--- src/rtl/alu_seq_acc.sv ---
// alu_seq_acc: multi-cycle ALU with a registered accumulator and flag register.
//
// Arithmetic and logic ops complete in one cycle. Shifts by k>0 walk one bit
// per clock through a working register and complete after k cycles. A
// valid/ready handshake sits on both the request and the result side.
//
// Ports:
//   clk       system clock, rising edge
//   rst_n     asynchronous active-low reset
//   in_valid  operation request valid
//   in_ready  an operation can be accepted this cycle
//   op        opcode (ADD/SUB/ADC/SBB/AND/OR/XOR/SLL/SRL/SRA/ROL/PASS)
//   a, b      operands; shifts take the amount from b[SHW-1:0]
//   use_acc   take operand A from the result register instead of a
//   out_valid result and flags are valid
//   out_ready consumer accepts the result
//   result    registered result, also the accumulator
//   flags     registered {Z,N,C,V}
module alu_seq_acc #(
  parameter int WIDTH = 8,
  parameter int SHW   = $clog2(WIDTH)
) (
  input  logic             clk,
  input  logic             rst_n,
  input  logic             in_valid,
  output logic             in_ready,
  input  logic [3:0]       op,
  input  logic [WIDTH-1:0] a,
  input  logic [WIDTH-1:0] b,
  input  logic             use_acc,
  output logic             out_valid,
  input  logic             out_ready,
  output logic [WIDTH-1:0] result,
  output logic [3:0]       flags
);

  typedef enum logic [1:0] {IDLE = 2'd0, SHIFT = 2'd1, DONE = 2'd2} state_t;

  state_t           state_q, state_d;
  logic [WIDTH-1:0] result_q, result_d;
  logic [3:0]       flags_q, flags_d;
  logic [WIDTH-1:0] wreg_q, wreg_d;
  logic [SHW-1:0]   cnt_q, cnt_d;
  logic [1:0]       sop_q, sop_d;   // captured shift kind: 00 SLL, 01 SRL, 10 SRA, 11 ROL

  // ---------------- single-cycle datapath ----------------
  logic [WIDTH-1:0] opa, bx, alu_res;
  logic [WIDTH:0]   sum;
  logic             cin, alu_c, alu_v, c_into_msb;
  logic             is_shift;
  logic [SHW-1:0]   k;

  assign opa      = use_acc ? result_q : a;
  assign is_shift = (op[3:2] == 2'b10);
  assign k        = b[SHW-1:0];

  always_comb begin
    bx  = b;
    cin = 1'b0;
    case (op)
      4'b0001: begin bx = ~b; cin = 1'b1;       end
      4'b0010: begin bx = b;  cin = flags_q[1]; end
      4'b0011: begin bx = ~b; cin = flags_q[1]; end
      default: begin bx = b;  cin = 1'b0;       end
    endcase
  end

  assign sum = {1'b0, opa} + {1'b0, bx} + {{WIDTH{1'b0}}, cin};
  // Carry into the MSB recovered from the MSB sum bit and its two inputs.
  assign c_into_msb = opa[WIDTH-1] ^ bx[WIDTH-1] ^ sum[WIDTH-1];

  always_comb begin
    alu_res = opa;
    alu_c   = 1'b0;
    alu_v   = 1'b0;
    case (op)
      4'b0000, 4'b0001, 4'b0010, 4'b0011: begin
        alu_res = sum[WIDTH-1:0];
        alu_c   = sum[WIDTH];
        alu_v   = c_into_msb ^ sum[WIDTH];
      end
      4'b0100: alu_res = opa & b;
      4'b0101: alu_res = opa | b;
      4'b0110: alu_res = opa ^ b;
      default: alu_res = opa;  // PASS, unknown codes, and shifts by 0
    endcase
  end

  // ---------------- one-bit shift step ----------------
  logic [WIDTH-1:0] step_val;
  logic             step_out;

  always_comb begin
    step_val = wreg_q;
    step_out = 1'b0;
    case (sop_q)
      2'b00: begin step_val = {wreg_q[WIDTH-2:0], 1'b0};          step_out = wreg_q[WIDTH-1]; end
      2'b01: begin step_val = {1'b0, wreg_q[WIDTH-1:1]};          step_out = wreg_q[0];       end
      2'b10: begin step_val = {wreg_q[WIDTH-1], wreg_q[WIDTH-1:1]}; step_out = wreg_q[0];     end
      default: begin step_val = {wreg_q[WIDTH-2:0], wreg_q[WIDTH-1]}; step_out = wreg_q[WIDTH-1]; end
    endcase
  end

  // ---------------- control ----------------
  assign in_ready  = (state_q == IDLE) | ((state_q == DONE) & out_ready);
  assign out_valid = (state_q == DONE);
  assign result    = result_q;
  assign flags     = flags_q;

  always_comb begin
    state_d  = state_q;
    result_d = result_q;
    flags_d  = flags_q;
    wreg_d   = wreg_q;
    cnt_d    = cnt_q;
    sop_d    = sop_q;
    case (state_q)
      SHIFT: begin
        cnt_d = cnt_q - SHW'(1);
        if (cnt_q == SHW'(1)) begin
          // Last step: commit straight from the step logic.
          result_d = step_val;
          flags_d  = {(step_val == '0), step_val[WIDTH-1], step_out, 1'b0};
          state_d  = DONE;
        end else begin
          wreg_d = step_val;
        end
      end
      default: begin  // IDLE or DONE
        if (in_valid && in_ready) begin
          if (is_shift && (k != '0)) begin
            wreg_d  = opa;
            cnt_d   = k;
            sop_d   = op[1:0];
            state_d = SHIFT;
          end else begin
            result_d = alu_res;
            flags_d  = {(alu_res == '0), alu_res[WIDTH-1], alu_c, alu_v};
            state_d  = DONE;
          end
        end else if (state_q == DONE && out_ready) begin
          state_d = IDLE;
        end
      end
    endcase
  end

  always_ff @(posedge clk or negedge rst_n) begin
    if (!rst_n) begin
      state_q  <= IDLE;
      result_q <= '0;
      flags_q  <= '0;
      wreg_q   <= '0;
      cnt_q    <= '0;
      sop_q    <= '0;
    end else begin
      state_q  <= state_d;
      result_q <= result_d;
      flags_q  <= flags_d;
      wreg_q   <= wreg_d;
      cnt_q    <= cnt_d;
      sop_q    <= sop_d;
    end
  end

endmodule

--- config.mk ---
export PLATFORM = sky130hd
export DESIGN_NAME = alu_seq_acc
export DESIGN_NICKNAME = d
export VERILOG_FILES = /design/src/rtl/alu_seq_acc.sv
export SDC_FILE = /design/constraint.sdc
export NUM_CORES = 1
export LEC_CHECK = 0
export ABC_AREA = 1
export BUFFER_PORTS_ARGS = -buffer_cell sky130_fd_sc_hd__buf_2
export CORE_ASPECT_RATIO = 1.2
export CORE_MARGIN = 2
export CORE_UTILIZATION = 40
export DETAILED_ROUTE_END_ITERATION = 10
export SETUP_SLACK_MARGIN = 0.4
export SYNTH_ARGS = -nofsm -noshare
export SYNTH_HDL_FRONTEND = slang
export SYNTH_SLANG_ARGS = --single-unit
--- constraint.sdc ---
create_clock -name clk -period 3 [get_ports clk]
set_input_delay 0.6 -clock clk [delete_from_list [all_inputs] [get_ports clk]]
set_output_delay 0.6 -clock clk [all_outputs]
set_load 0.01 [all_outputs]
==> impl.org <==
** Floorplanning
- Measured along the x axis, the die boundary spans 79.32 um.
- The floorplan step defined a core boundary enclosing 6526 sq um.
- In this run the core area contains 32 standard-cell rows.
- Starting Density :: 41.72%
- From bottom edge to top edge, the die measures 94.38 um.
- In this run the count of I/O pins placed on the die edge is 39.
- The die covers 7485 sq um.

** Placement
- Instance area after placement :: 3118 sq um
- In this run the tool buffered the top-level ports with 38 buffer cells.
- Routability-driven placement finished with a final weighted congestion of 0.9190.
- DPL Wire Length :: 6060 um
- Once placement completed, the tool counted placed cells totaling 544.
- DP Worst Slack :: 0.004303 ns

** Yosys
- Post-Syn Area per Cell :: 6.592 sq um
- In the synthesized netlist, the number of instances is 413.
- Cell Area, Synth :: 2723 sq um
- During synthesis, Yosys emitted a total of 0 warnings.
- The synthesized design contains 0 enable-type register cells.
- Counting flops with an async set or reset pin after synthesis yields a share of 100.0%.
- Synth unique cells :: 36
- Seq/Total Area, Yosys :: 23.90%
- When the netlist entered floorplanning its net count stood at 469.
- Among all flip-flop cells after synthesis, the most frequent one is dfrtp_1.
- After synthesis the netlist holds a flip-flop and latch count of 26.

** STA
- Post-Route Hold Slack :: 0.3209 ns
- The number of failing hold endpoints at the final stage is 0.
- Smallest setup slack after layout :: 0.3382 ns
- Total count of max-transition violations in the final report :: 0
- Share of the clock period used by the worst path :: 88.73%
- Clock skew on the completed layout was measured at 0.006509 ns.
- Headroom to the max-slew limit came out at 57.90%.
- Highest clock frequency the design can meet :: 375.7 MHz
- TNS Setup :: 0 ns
- For the pin with the worst max-slew slack, the measured transition is 0.6316 ns.
- Setup repair after global routing could not meet its margin everywhere.
- For the finished layout, the period the worst path requires is 2.662 ns.
- # setup viols final :: 0

** Route
- DRT antenna net count :: 0
- Iter 0 DRT Violations :: 180
- The detailed router put a total of 3359 um of wire on met1.
- Total wire length after detailed routing :: 7588 um
- Drc violations :: 0
- Met2 WL post-DR :: 3760 um
- The pre-antenna-repair detailed-routing pass consisted of 4 iterations.
- Topmost layer with routed signal wires :: met4
- Routed vias/inst :: 4.989
- After detailed routing, the average wire length per cell comes to 13.62 um.
- The final route contains 2779 vias.
- Wire segments on met3 add up to 220 um in the final route.

** Clock network
- The later pin in the worst-skew pair is clocked with a latency of 0.28 ns.
- Clock-pin slew was measured on the worst setup and hold paths at 0.10 ns.
- Maximum number of buffers from clock root to sink :: 2
- The tree built by TritonCTS fans out to 26 sinks.
- CTS built an H-tree with a depth of 1.
- TritonCTS clock tree :: yes
- Clock Root Buffer :: clkbuf_8
- In this run, CTS created clock tree buffers numbering 3.

** Global routing
- Global-route total usage across every layer :: 21.72%
- Initial antenna violation count :: 0
- The first global-routing pass estimated 12840 um of wire.
- Global routing finished with a remaining overflow of 0.
- Pin count of the biggest net entering global routing :: 27
- Via count of the first global-routing pass :: 2747

** Power and ir drop
- Sw Share :: 47.22%
- P per Cell Area :: 736.1 nW/um^2
- The analysis attributes to net switching a power of 1.157 mW.
- Internal Pwr Total :: 1.293 mW
- Power Total :: 2.451 mW
- IR analysis of the VDD net gives a maximum drop of 271.6 uV.
- Sequential share of power :: 26.4%
- Logic gate share of total power :: 61.2%
- Fraction of power consumed by the clock network :: 12.4%
- The analysis attributes to cell leakage a power of 1.809 nW.

** Critical path
- The setup path with the least slack is of type in2reg.
- Category of the worst setup path launch point :: primary input
- Capturing element of the worst setup path :: result[2]
- In this run the worst setup path begins at op[2].
- Type of element capturing the critical path :: register
- The setup check on the worst reg-to-reg path leaves a slack of 0.39 ns.
- For this run, the slowest stage of the critical path takes 0.41 ns.
- Data required time of the worst path :: 3.21 ns
- Data on the critical path arrives at its endpoint at 2.88 ns.
- Maximum fanout along the worst path :: 3
- The worst register-to-register path ends at result[2].
- The slowest stage of the critical path is the fa_2 cell.
- The critical path goes through buf_6 -> nor2_4 -> nand2_8 -> xor2_2 -> fa_2 -> fa_2 -> nand2_2 -> buf_4 -> nand3_1 -> nand4_1 -> nor2_1 -> buf_4 -> buf_4 -> buf_4 -> buf_4 -> o22ai_2.
- The cell that appears most often on the critical path is buf_4.
- Counting cells, the worst reg-to-reg path comes to 16.
- The worst register-to-register path begins at result[0].

** Finish
- Relative to the synthesized area, the layout overhead comes to 22.29%.
- The finished cells cover 3329 sq um.
- Commonest cells after routing, fill and taps aside :: nand2_1 (108), inv_1 (60), nand3_1 (38), buf_2 (36), nor2_1 (31)
- The number of antenna diodes in the final layout is 0.
- Most common cell after layout, fill and taps aside :: nand2_1
- Number of non-filler instances in the completed layout :: 557
- Of the cells placed in the final design, the portion with a size suffix greater than 1 is 22.88%.
- Fin util :: 51.02%
- After filler insertion, the fill cell instance count of the layout stands at 680.
- Post-layout nets :: 529

** Min path
- Worst hold-check path type :: in2async

** Status
- The run finished with clean final reports.

** Run
- Max-cap violations in this run came to 0.
kinds of logic after synthesis:
family | after synthesis | synth area share, %
AND/OR/NAND/NOR | 210 | 33.82
buffers and inverters | 77 | 11.76
AO/OA/AOI/OAI | 61 | 13.14
adder cells (fa/ha/maj) | 31 | 14.80
flip-flops | 26 | 23.90
XOR/XNOR | 8 | 2.574
state kept, by name (all words and copies together) (netlist names):
register / cells
wreg_q: 8
result: 7
flags: 4
cnt_q: 3
sop_q: 2
state_q: 2
cell type report:
| type | count | area, sq um | share of cell area [%] |
|---|---|---|---|
| clock buffer | 3 | 41.29 | 1.240 |
| sequential | 26 | 650.6 | 19.54 |
| timing repair buffer | 64 | 401.6 | 12.06 |
| clock inverter | 1 | 30.03 | 0.9019 |
| tap | 85 | 106.4 | 3.194 |
| inverter | 68 | 255.2 | 7.666 |
| multi-input combinational | 310 | 1844 | 55.39 |
synth_stat cells (3+ instances only):
| library cell | instances | area share [%] |
|---|---|---|
| ha_1 | 29 | 13 |
| nor2_1 | 33 | 4.5 |
| clkbuf_1 | 3 | 0.41 |
| nand2_1 | 110 | 15 |
| buf_6 | 3 | 1.2 |
| o211ai_1 | 3 | 0.83 |
| o21ai_1 | 8 | 1.5 |
| inv_1 | 60 | 8.3 |
| nand2_2 | 5 | 1.1 |
| nor2_2 | 4 | 0.92 |
| nor3_1 | 5 | 0.92 |
| nand3b_1 | 5 | 1.4 |
| a21oi_1 | 10 | 1.8 |
| o21ai_0 | 27 | 5.0 |
| xor2_1 | 8 | 2.6 |
| inv_2 | 7 | 0.97 |
| a32oi_1 | 4 | 1.3 |
| dfrtp_1 | 26 | 24 |
| nand3_1 | 41 | 7.5 |
worst min-delay path by stage:
stage,startpoint,slack [ns],end,cells after the start
floorplan,rst_n,0.30,cnt_q[0],0
global placement,result[5],0.50,result[5],2
detailed placement,flags[0],0.49,flags[0],2
CTS,rst_n,0.34,cnt_q[1],1
global route,rst_n,0.35,cnt_q[1],1
finish,rst_n,0.32,cnt_q[1],1
per-layer routing:
layer,GRT usage (%),vias to the layer above
li1,-,1435
met1,27.71,1266
met2,37.92,62
met3,1.147,16
met4,9.626,0
met5,0,-
what timing repair did:
action / CTS / global route
pin swaps: 5 / 7
setup buffers: 6 / 3
hold buffers: 0 / 0
cloned: 0 / 0
endpoints found under the setup margin: 2 / 6
resized for setup: 4 / 13
power groups by stage:
| stage | combinational (mW) | clock (mW) | sequential [mW] |
|---|---|---|---|
| detailed placement | 1.42 | 0 | 0.652 |
| global route | 1.73 | 0.317 | 0.669 |
| finish | 1.50 | 0.304 | 0.646 |
| global placement | 1.41 | 0 | 0.647 |
| floorplan | 1.00 | 0 | 0.656 |
| CTS | 1.46 | 0.310 | 0.646 |
worst max-delay path, delay by kind of cell:
kind,cells,cell delay [ns]
AOI/OAI and AO/OA,1,0.10
xor gates and xnor gates,1,0.15
adders and majority gates,2,0.79
buffers and inverters,6,0.68
and+or+nand+nor,6,0.57
(Power assumes the default switching activity.)
